<file path="src/rtl/i2c_client_arbiter_if.sv">
// Bus bundle between the per-device I2C client routines, the client arbiter
// and the single-port I2C core. The slave modport is the arbiter's view:
// it receives client requests and drives the core. The master modport is the
// view of the surrounding logic, which issues client requests and plays the core.
interface i2c_client_arbiter_if #(
   parameter int NUM_CLIENTS = 2,
   parameter int DATA_WIDTH  = 16,
   parameter int ADDR_WIDTH  = 16
);

   // Client side
   logic [NUM_CLIENTS-1:0]                 cl_read_i;
   logic [NUM_CLIENTS-1:0]                 cl_write_i;
   logic [NUM_CLIENTS-1:0]                 cl_lock_i;
   logic [NUM_CLIENTS-1:0][ADDR_WIDTH-1:0] cl_address_i;
   logic [NUM_CLIENTS-1:0][DATA_WIDTH-1:0] cl_writedata_i;
   logic [NUM_CLIENTS-1:0]                 cl_waitrequest_o;
   logic [DATA_WIDTH-1:0]                  cl_readdata_o;
   logic [NUM_CLIENTS-1:0]                 cl_readdatavalid_o;
   logic [NUM_CLIENTS-1:0]                 cl_timeout_err_o;
   logic [NUM_CLIENTS-1:0]                 err_clear_i;

   // Core side
   logic                                   m_read_o;
   logic                                   m_write_o;
   logic [ADDR_WIDTH-1:0]                  m_address_o;
   logic [DATA_WIDTH-1:0]                  m_writedata_o;
   logic                                   m_waitrequest_i;
   logic [DATA_WIDTH-1:0]                  m_readdata_i;
   logic                                   m_readdatavalid_i;

   modport slave (
      input  cl_read_i, cl_write_i, cl_lock_i, cl_address_i, cl_writedata_i, err_clear_i,
      output cl_waitrequest_o, cl_readdata_o, cl_readdatavalid_o, cl_timeout_err_o,
      output m_read_o, m_write_o, m_address_o, m_writedata_o,
      input  m_waitrequest_i, m_readdata_i, m_readdatavalid_i
   );

   modport master (
      output cl_read_i, cl_write_i, cl_lock_i, cl_address_i, cl_writedata_i, err_clear_i,
      input  cl_waitrequest_o, cl_readdata_o, cl_readdatavalid_o, cl_timeout_err_o,
      input  m_read_o, m_write_o, m_address_o, m_writedata_o,
      output m_waitrequest_i, m_readdata_i, m_readdatavalid_i
   );

endinterface

</file>
<file path="src/rtl/i2c_client_arbiter.sv">
// N-client Avalon-MM arbiter in front of the single-port I2C core.
// Round-robin grant, optional per-client lock so a client can chain a
// read-modify-write sequence, read-response routing back to the granted
// client, and a read timeout that answers with zero data plus a sticky
// per-client error flag when the core never responds.
module i2c_client_arbiter #(
   parameter int NUM_CLIENTS       = 2,
   parameter int DATA_WIDTH        = 16,
   parameter int ADDR_WIDTH        = 16,
   parameter int RD_TIMEOUT_CYCLES = 65535
) (
   input  logic                clk_i,
   input  logic                srst_i,
   i2c_client_arbiter_if.slave bus
);

   localparam int GW = (NUM_CLIENTS > 1) ? $clog2(NUM_CLIENTS) : 1;
   localparam int CW = (RD_TIMEOUT_CYCLES > 1) ? $clog2(RD_TIMEOUT_CYCLES + 1) : 1;
   localparam logic [GW-1:0] LAST_CLIENT = GW'(NUM_CLIENTS - 1);
   // The counter starts at zero on read acceptance, so the timeout fires on
   // the RD_TIMEOUT_CYCLES-th cycle spent waiting.
   localparam logic [CW-1:0] TMO_LAST = CW'((RD_TIMEOUT_CYCLES > 0) ? RD_TIMEOUT_CYCLES - 1 : 0);
   localparam bit            TMO_EN   = (RD_TIMEOUT_CYCLES > 0);

   localparam logic [1:0] ST_IDLE   = 2'd0;
   localparam logic [1:0] ST_FWD    = 2'd1;
   localparam logic [1:0] ST_RDWAIT = 2'd2;

   logic [1:0]             state;
   logic [GW-1:0]          grant;
   logic [GW-1:0]          last_grant;
   logic [GW-1:0]          next_grant;
   logic [CW-1:0]          tmo_cnt;
   logic [NUM_CLIENTS-1:0] req;
   logic [NUM_CLIENTS-1:0] grant_onehot;
   logic [NUM_CLIENTS-1:0] err_set;
   logic                   any_req;
   logic                   gnt_req;
   logic                   gnt_write;
   logic                   gnt_lock;
   logic                   accept;
   logic                   tmo_hit;
   logic [ADDR_WIDTH-1:0]  sel_address;
   logic [DATA_WIDTH-1:0]  sel_writedata;
   int                     scan_idx;

   // A client with read and write both raised is serviced as a write.
   assign req          = bus.cl_read_i | bus.cl_write_i;
   assign gnt_req      = req[grant];
   assign gnt_write    = bus.cl_write_i[grant];
   assign gnt_lock     = bus.cl_lock_i[grant];
   assign grant_onehot = {{(NUM_CLIENTS-1){1'b0}}, 1'b1} << grant;
   assign accept       = (state == ST_FWD) && gnt_req && !bus.m_waitrequest_i;
   assign tmo_hit      = TMO_EN && (state == ST_RDWAIT) && (tmo_cnt == TMO_LAST);

   assign sel_address       = bus.cl_address_i[grant];
   assign sel_writedata     = bus.cl_writedata_i[grant];
   assign bus.m_address_o   = sel_address;
   assign bus.m_writedata_o = sel_writedata;

   // Round-robin search starting just after the last completed grant.
   always_comb begin
      next_grant = last_grant;
      any_req    = 1'b0;
      scan_idx   = 0;
      for (int k = 1; k <= NUM_CLIENTS; k++) begin
         scan_idx = int'(last_grant) + k;
         if (scan_idx >= NUM_CLIENTS) begin
            scan_idx = scan_idx - NUM_CLIENTS;
         end
         if (!any_req && req[scan_idx]) begin
            any_req    = 1'b1;
            next_grant = GW'(scan_idx);
         end
      end
   end

   // Forward the granted client's command to the core only while in FWD.
   always_comb begin
      bus.m_read_o         = 1'b0;
      bus.m_write_o        = 1'b0;
      bus.cl_waitrequest_o = '1;
      if (state == ST_FWD) begin
         bus.m_write_o               = gnt_write;
         bus.m_read_o                = bus.cl_read_i[grant] & ~gnt_write;
         bus.cl_waitrequest_o[grant] = bus.m_waitrequest_i;
      end
   end

   // A timeout only flags an error when no real response arrives that cycle.
   always_comb begin
      err_set = '0;
      if (tmo_hit && !bus.m_readdatavalid_i) begin
         err_set = grant_onehot;
      end
   end

   // Arbitration FSM, response routing, timeout counter and error flags.
   always_ff @(posedge clk_i) begin
      if (srst_i) begin
         state                  <= ST_IDLE;
         grant                  <= '0;
         last_grant             <= LAST_CLIENT;
         tmo_cnt                <= '0;
         bus.cl_readdata_o      <= {DATA_WIDTH{1'b0}};
         bus.cl_readdatavalid_o <= '0;
         bus.cl_timeout_err_o   <= '0;
      end else begin
         bus.cl_readdatavalid_o <= '0;
         bus.cl_timeout_err_o   <= (bus.cl_timeout_err_o & ~bus.err_clear_i) | err_set;
         case (state)
            ST_IDLE: begin
               if (any_req) begin
                  grant <= next_grant;
                  state <= ST_FWD;
               end
            end
            ST_FWD: begin
               if (!gnt_req) begin
                  state <= ST_IDLE;
               end else if (accept) begin
                  if (gnt_write) begin
                     if (!gnt_lock) begin
                        last_grant <= grant;
                        state      <= ST_IDLE;
                     end
                  end else begin
                     tmo_cnt <= '0;
                     state   <= ST_RDWAIT;
                  end
               end
            end
            ST_RDWAIT: begin
               tmo_cnt <= tmo_cnt + CW'(1);
               if (bus.m_readdatavalid_i || tmo_hit) begin
                  bus.cl_readdata_o      <= bus.m_readdatavalid_i ? bus.m_readdata_i : {DATA_WIDTH{1'b0}};
                  bus.cl_readdatavalid_o <= grant_onehot;
                  if (gnt_lock) begin
                     state <= ST_FWD;
                  end else begin
                     last_grant <= grant;
                     state      <= ST_IDLE;
                  end
               end
            end
            default: begin
               state <= ST_IDLE;
            end
         endcase
      end
   end

endmodule

</file>
<file path="src/flat_wrapper.sv">
// flat-port wrapper written by rule: the top's interface ports become plain ports
module i2c_client_arbiter_flat 
#(
   parameter int NUM_CLIENTS       = 2,
   parameter int DATA_WIDTH        = 16,
   parameter int ADDR_WIDTH        = 16,
   parameter int RD_TIMEOUT_CYCLES = 65535
)
  (clk_i, srst_i, bus_cl_read_i, bus_cl_write_i, bus_cl_lock_i, bus_cl_address_i, bus_cl_writedata_i, bus_err_clear_i, bus_cl_waitrequest_o, bus_cl_readdata_o, bus_cl_readdatavalid_o, bus_cl_timeout_err_o, bus_m_read_o, bus_m_write_o, bus_m_address_o, bus_m_writedata_o, bus_m_waitrequest_i, bus_m_readdata_i, bus_m_readdatavalid_i);
  i2c_client_arbiter_if #(.NUM_CLIENTS(NUM_CLIENTS), .DATA_WIDTH(DATA_WIDTH), .ADDR_WIDTH(ADDR_WIDTH)) bus_i ();
  input  logic clk_i;
  input  logic srst_i;
  input wire logic [$bits(bus_i.cl_read_i)-1:0] bus_cl_read_i;
  input wire logic [$bits(bus_i.cl_write_i)-1:0] bus_cl_write_i;
  input wire logic [$bits(bus_i.cl_lock_i)-1:0] bus_cl_lock_i;
  input wire logic [$bits(bus_i.cl_address_i)-1:0] bus_cl_address_i;
  input wire logic [$bits(bus_i.cl_writedata_i)-1:0] bus_cl_writedata_i;
  input wire logic [$bits(bus_i.err_clear_i)-1:0] bus_err_clear_i;
  output wire logic [$bits(bus_i.cl_waitrequest_o)-1:0] bus_cl_waitrequest_o;
  output wire logic [$bits(bus_i.cl_readdata_o)-1:0] bus_cl_readdata_o;
  output wire logic [$bits(bus_i.cl_readdatavalid_o)-1:0] bus_cl_readdatavalid_o;
  output wire logic [$bits(bus_i.cl_timeout_err_o)-1:0] bus_cl_timeout_err_o;
  output wire logic [$bits(bus_i.m_read_o)-1:0] bus_m_read_o;
  output wire logic [$bits(bus_i.m_write_o)-1:0] bus_m_write_o;
  output wire logic [$bits(bus_i.m_address_o)-1:0] bus_m_address_o;
  output wire logic [$bits(bus_i.m_writedata_o)-1:0] bus_m_writedata_o;
  input wire logic [$bits(bus_i.m_waitrequest_i)-1:0] bus_m_waitrequest_i;
  input wire logic [$bits(bus_i.m_readdata_i)-1:0] bus_m_readdata_i;
  input wire logic [$bits(bus_i.m_readdatavalid_i)-1:0] bus_m_readdatavalid_i;
  assign bus_i.cl_read_i = bus_cl_read_i;
  assign bus_i.cl_write_i = bus_cl_write_i;
  assign bus_i.cl_lock_i = bus_cl_lock_i;
  assign bus_i.cl_address_i = bus_cl_address_i;
  assign bus_i.cl_writedata_i = bus_cl_writedata_i;
  assign bus_i.err_clear_i = bus_err_clear_i;
  assign bus_cl_waitrequest_o = bus_i.cl_waitrequest_o;
  assign bus_cl_readdata_o = bus_i.cl_readdata_o;
  assign bus_cl_readdatavalid_o = bus_i.cl_readdatavalid_o;
  assign bus_cl_timeout_err_o = bus_i.cl_timeout_err_o;
  assign bus_m_read_o = bus_i.m_read_o;
  assign bus_m_write_o = bus_i.m_write_o;
  assign bus_m_address_o = bus_i.m_address_o;
  assign bus_m_writedata_o = bus_i.m_writedata_o;
  assign bus_i.m_waitrequest_i = bus_m_waitrequest_i;
  assign bus_i.m_readdata_i = bus_m_readdata_i;
  assign bus_i.m_readdatavalid_i = bus_m_readdatavalid_i;
  i2c_client_arbiter #(.NUM_CLIENTS(NUM_CLIENTS), .DATA_WIDTH(DATA_WIDTH), .ADDR_WIDTH(ADDR_WIDTH), .RD_TIMEOUT_CYCLES(RD_TIMEOUT_CYCLES)) u_core (.clk_i(clk_i), .srst_i(srst_i), .bus(bus_i));
endmodule
</file>
<file path="config.mk">
export PLATFORM = sky130hd
export DESIGN_NAME = i2c_client_arbiter_flat
export DESIGN_NICKNAME = d
export VERILOG_FILES = /design/src/rtl/i2c_client_arbiter_if.sv /design/src/rtl/i2c_client_arbiter.sv /design/src/flat_wrapper.sv
export SDC_FILE = /design/constraint.sdc
export NUM_CORES = 1
export LEC_CHECK = 0
export ABC_AREA = 0
export BUFFER_PORTS_ARGS = -buffer_cell sky130_fd_sc_hd__buf_2
export CAP_MARGIN = 25
export CORE_MARGIN = 2
export CORE_UTILIZATION = 38
export CTS_CLUSTER_SIZE = 14
export DETAILED_ROUTE_END_ITERATION = 8
export GPL_ROUTABILITY_DRIVEN = 1
export PLACE_DENSITY = 0.76
export SYNTH_ARGS = -nofsm -noshare
export SYNTH_HDL_FRONTEND = slang
export SYNTH_SLANG_ARGS = --single-unit
</file>
<file path="constraint.sdc">
create_clock -name clk_i -period 1.8 [get_ports clk_i]
set_input_delay 0 -clock clk_i [delete_from_list [all_inputs] [get_ports clk_i]]
set_output_delay 0 -clock clk_i [all_outputs]
set_load 0.05 [all_outputs]
</file>
==> impl_metrics.toml <==
[status]
outcome = "finished, violations left"
failed_checks = "setup timing"

[routing]
routed_wire_length_per_instance_um = 15.0
drc = 0
first_pass_iters = 4
detail-route-antenna-nets = 0
route.final.wire_length_mm = 7.57
drt_iter0_markers = 249
vias_per_cell = 5.20
via_count = 2621

[clock_network]
max-clock-path-buffers = 2
cts.clk_slew.worst_paths_ps = 90
tritoncts_clock_tree = "done"
htree_levels = 2
ctsRootBufferMaster = "sky130_fd_sc_hd__clkbuf_8"
cts.sinks = 40
cts_inserted_buffers = 5
later_pin_clock_latency_in_the_skew_report_ps = 300

[timing]
totalNegativeSetupSlack_ps = -6.65
maximum_achievable_frequency_mhz = 554
relSlewSlack_pct = 63.1
worst_clock_skew_ps = 14.2
worstMarginPinSlew_ps = 550
setup_viol = 1
worst_slack_on_hold_paths_ps = 50.1
layout_worst_path_cycle_share_pct = 100
finalCriticalPeriod_ps = 1810
finalHoldViolCount = 0
timing.final.ws_setup_ps = -6.65
drv_slew = 0
rsz0062_at_grt = "yes"

[yosys]
synthTopCellsByArea = "sky130_fd_sc_hd__dfxtp_1 (35%), sky130_fd_sc_hd__mux2_2 (16%), sky130_fd_sc_hd__o311ai_1 (6.2%)"
synthSimpleGateAreaFrac_pct = 21.5
ys_seq_elements = 40
synthesized_area_fraction_occupied_by_ao_oa_aoi_and_oai_cells_pct = 15.7
synthAdderAreaFrac_pct = 1.10
synth.yosys.warnings = 0
async_flop_share_pct = 0
yosysSeqAreaShare_pct = 35.2
avgSynthCellArea_sq_um = 8.82
count_of_flip_flops_with_a_built_in_enable_after_synthesis = 0
cell_count_after_synthesis = 258
combinational_family_with_the_most_area_after_synthesis = "simple AND/OR/NAND/NOR gates"
netlist.area_leader.share_pct = 35.2
total_nets_after_synthesis = 352
postSynth.topFlopCell = "sky130_fd_sc_hd__dfxtp_1"
ys_types = 42
synth_xor_area_share_pct = 5.01
netlist.top_cell.by_area = "sky130_fd_sc_hd__dfxtp_1"
syn-cell-area_sq_mm = 0.00227
share_of_synthesized_area_spent_on_multiplexers_pct = 16.8

[power]
leakage_nw = 1.54
power_per_cell_area_mw_per_mm2 = 640
vdd_ir_drop_max_uv = 549

[cells_and_area]
fillerInstances = 477
fin_cells = 504
area_growth_syn_to_layout_pct = 58.0
layout-drive-gt1-share_pct = 54.8
nets = 522
antenna_cells_inserted = 0
multi_input_area_sq_mm = 0.00150
ff_latch_area_sq_um = 805

[worst_setup_path]
cpPeakStageDelay_ps = 520
critical_path.startpoint_type = "flip-flop"
r2r-start = "u_core.tmo_cnt[9]"
slowest_stage = "sky130_fd_sc_hd__or4b_4"
worst-r2r-setup-slack_ps = -7
end_kind = "flip-flop"
worst-endpoint-required_ps = 1970
timing.critical_path.from = "u_core.tmo_cnt[9]"
crit_type = "flip-flop to flip-flop"
timing.critical_path.arrival_ps = 1980
crit_path_cell_trace = "and4_1, or4b_4, buf_12, o311ai_1, a21oi_1"
path_max_fanout = 19

[floorplan]
dieHeight_um = 81.4
pin_count = 148
design.die.area_sq_mm = 0.00662
core_sq_mm = 0.00585
rows = 28
initial_core_util_pct = 38.9
floorplan.die.width_um = 81.4

[global_route]
global_route.usage.total_pct = 21.2
grt_start_max_net_pins = 30
initial_antenna_violation_count = 0
grt_first_pass_wirelength_mm = 11.1
grt_overflow = 0
grt_pass1_vias = 2470

[place]
io_buffer_count = 147
final_hpwl_dp_mm = 5.31
dp_worst_setup_slack_ps = -9.34
placedCellCount = 478
final_wtd_congestion = 0.843

[worst_hold_path]
hold_path.class = "input port to flip-flop"
worst_min_path_start = "bus_cl_lock_i[1]"

[job]
maxCapViolations = 0
==> routing by layer <==
| metal | vias up | share of wire (%) | global-route usage, % |
|---|---|---|---|
| met5 | - | 0 | 0 |
| met4 | 0 | 0.63 | 5.42 |
| met3 | 6 | 6.2 | 3.78 |
| met2 | 88 | 52 | 37.2 |
| met1 | 1248 | 42 | 26.6 |
| li1 | 1279 | - | - |
==> final cells by class <==
type                            instances  area share (%)
Clock buffer                            5            1.91
Inverter                                3           0.313
Sequential cell                        40            22.4
Multi-Input combinational cell        194            41.7
Clock inverter                          3            1.32
Tap cell                               75            2.61
Timing Repair Buffer                  184            29.8
==> critical path, delay by kind of cell, from the launching register on <==
| family | cells | cell delay (ps) |
|---|---|---|
| AO/OA/AOI/OAI | 2 | 410 |
| AND/OR/NAND/NOR | 2 | 740 |
| flip-flops | 1 | 340 |
| buffers and inverters | 1 | 190 |
==> synthesized netlist by cell type (2+ instances only) <==
master / count
sky130_fd_sc_hd__clkbuf_1: 13
sky130_fd_sc_hd__inv_1: 3
sky130_fd_sc_hd__ha_1: 2
sky130_fd_sc_hd__nand2b_1: 5
sky130_fd_sc_hd__and3b_1: 2
sky130_fd_sc_hd__nand4_1: 3
sky130_fd_sc_hd__o21ai_0: 4
sky130_fd_sc_hd__nor2b_1: 2
sky130_fd_sc_hd__nor2_2: 2
sky130_fd_sc_hd__buf_6: 2
sky130_fd_sc_hd__dfxtp_1: 40
sky130_fd_sc_hd__nor3_1: 6
sky130_fd_sc_hd__nand3b_1: 2
sky130_fd_sc_hd__buf_1: 3
sky130_fd_sc_hd__xor2_1: 9
sky130_fd_sc_hd__o31ai_1: 2
sky130_fd_sc_hd__o311ai_1: 16
sky130_fd_sc_hd__nor2_1: 22
sky130_fd_sc_hd__or3_1: 2
sky130_fd_sc_hd__a21oi_1: 25
sky130_fd_sc_hd__nand3_1: 23
sky130_fd_sc_hd__buf_2: 3
sky130_fd_sc_hd__xnor2_1: 4
sky130_fd_sc_hd__mux2_2: 33
sky130_fd_sc_hd__nand2_1: 13
==> repair_timing <==
item                                    4_1_cts  5_1_grt
gates resized for setup                       0       18
pin swaps                                     1        2
buffers inserted                              0        0
endpoints found under the hold margin        18        0
endpoints found under the setup margin        5       18
hold buffers                                 18        0
==> layout by cell type, fill, tap and decap left out, types with 2 or more instances in the layout <==
cell type	instances
sky130_fd_sc_hd__or3_1	2
sky130_fd_sc_hd__nor2_2	2
sky130_fd_sc_hd__nand2_1	13
sky130_fd_sc_hd__dlygate4sd3_1	18
sky130_fd_sc_hd__buf_4	18
sky130_fd_sc_hd__clkbuf_8	5
sky130_fd_sc_hd__inv_1	3
sky130_fd_sc_hd__dfxtp_2	3
sky130_fd_sc_hd__nand4_1	3
sky130_fd_sc_hd__nand3_1	23
sky130_fd_sc_hd__dfxtp_1	37
sky130_fd_sc_hd__xor2_1	9
sky130_fd_sc_hd__nor2_1	22
sky130_fd_sc_hd__ha_1	2
sky130_fd_sc_hd__a21oi_1	24
sky130_fd_sc_hd__o31ai_4	2
sky130_fd_sc_hd__o311ai_1	2
sky130_fd_sc_hd__and3b_1	2
sky130_fd_sc_hd__buf_2	147
sky130_fd_sc_hd__o21ai_1	2
sky130_fd_sc_hd__clkinv_4	2
sky130_fd_sc_hd__nor3_1	6
sky130_fd_sc_hd__o311ai_2	14
sky130_fd_sc_hd__mux2_2	33
sky130_fd_sc_hd__nand3b_1	2
sky130_fd_sc_hd__nand2b_1	5
sky130_fd_sc_hd__o21ai_0	3
sky130_fd_sc_hd__xnor2_1	4
==> registers in the layout, indices dropped and copies added (netlist names) <==
signal and count:
u_core.bus.cl_readdata_o 16, u_core.bus.cl_readdatavalid_o 2, u_core.bus.cl_timeout_err_o 2, u_core.grant 1, u_core.last_grant 1, u_core.state 2, u_core.tmo_cnt 16
==> per-stage QoR <==
step | util, % | power, mW | instance area [sq um]
5_1_grt | 61.4 | 2.38 | 3590
2_1_floorplan | - | 1.33 | 2300
3_3_place_gp | 54.5 | 1.52 | 3190
3_5_place_dp | 54.5 | 1.53 | 3190
4_1_cts | 59.6 | 2.30 | 3480
6_report | 61.4 | 2.30 | 3590
==> report_power, final <==
group	switching (mW)	leakage, nW	internal (mW)
combinational	0.412	1.16	0.236
clock	0.334	0.0583	0.418
sequential	0.00733	0.324	0.893
==> cell families (layout without fill, tap and decap cells) <==
| logic type | Yosys count | count (layout) |
|---|---|---|
| buf+inv | 24 | 195 |
| fa+ha+maj | 2 | 2 |
| xor+xnor | 13 | 13 |
| mux | 34 | 34 |
| simple gates | 92 | 92 |
| compound gates | 53 | 53 |
| flops | 40 | 40 |
==> final timing paths <==
kind                                    endpoint  depth (start not counted)
setup / recovery     u_core.bus.cl_readdata_o[7]                          5
hold / removal                 u_core.last_grant                          4
setup reg to reg     u_core.bus.cl_readdata_o[7]                          5
hold reg to reg   u_core.bus.cl_timeout_err_o[1]                          2
(Power assumes the default switching activity.)
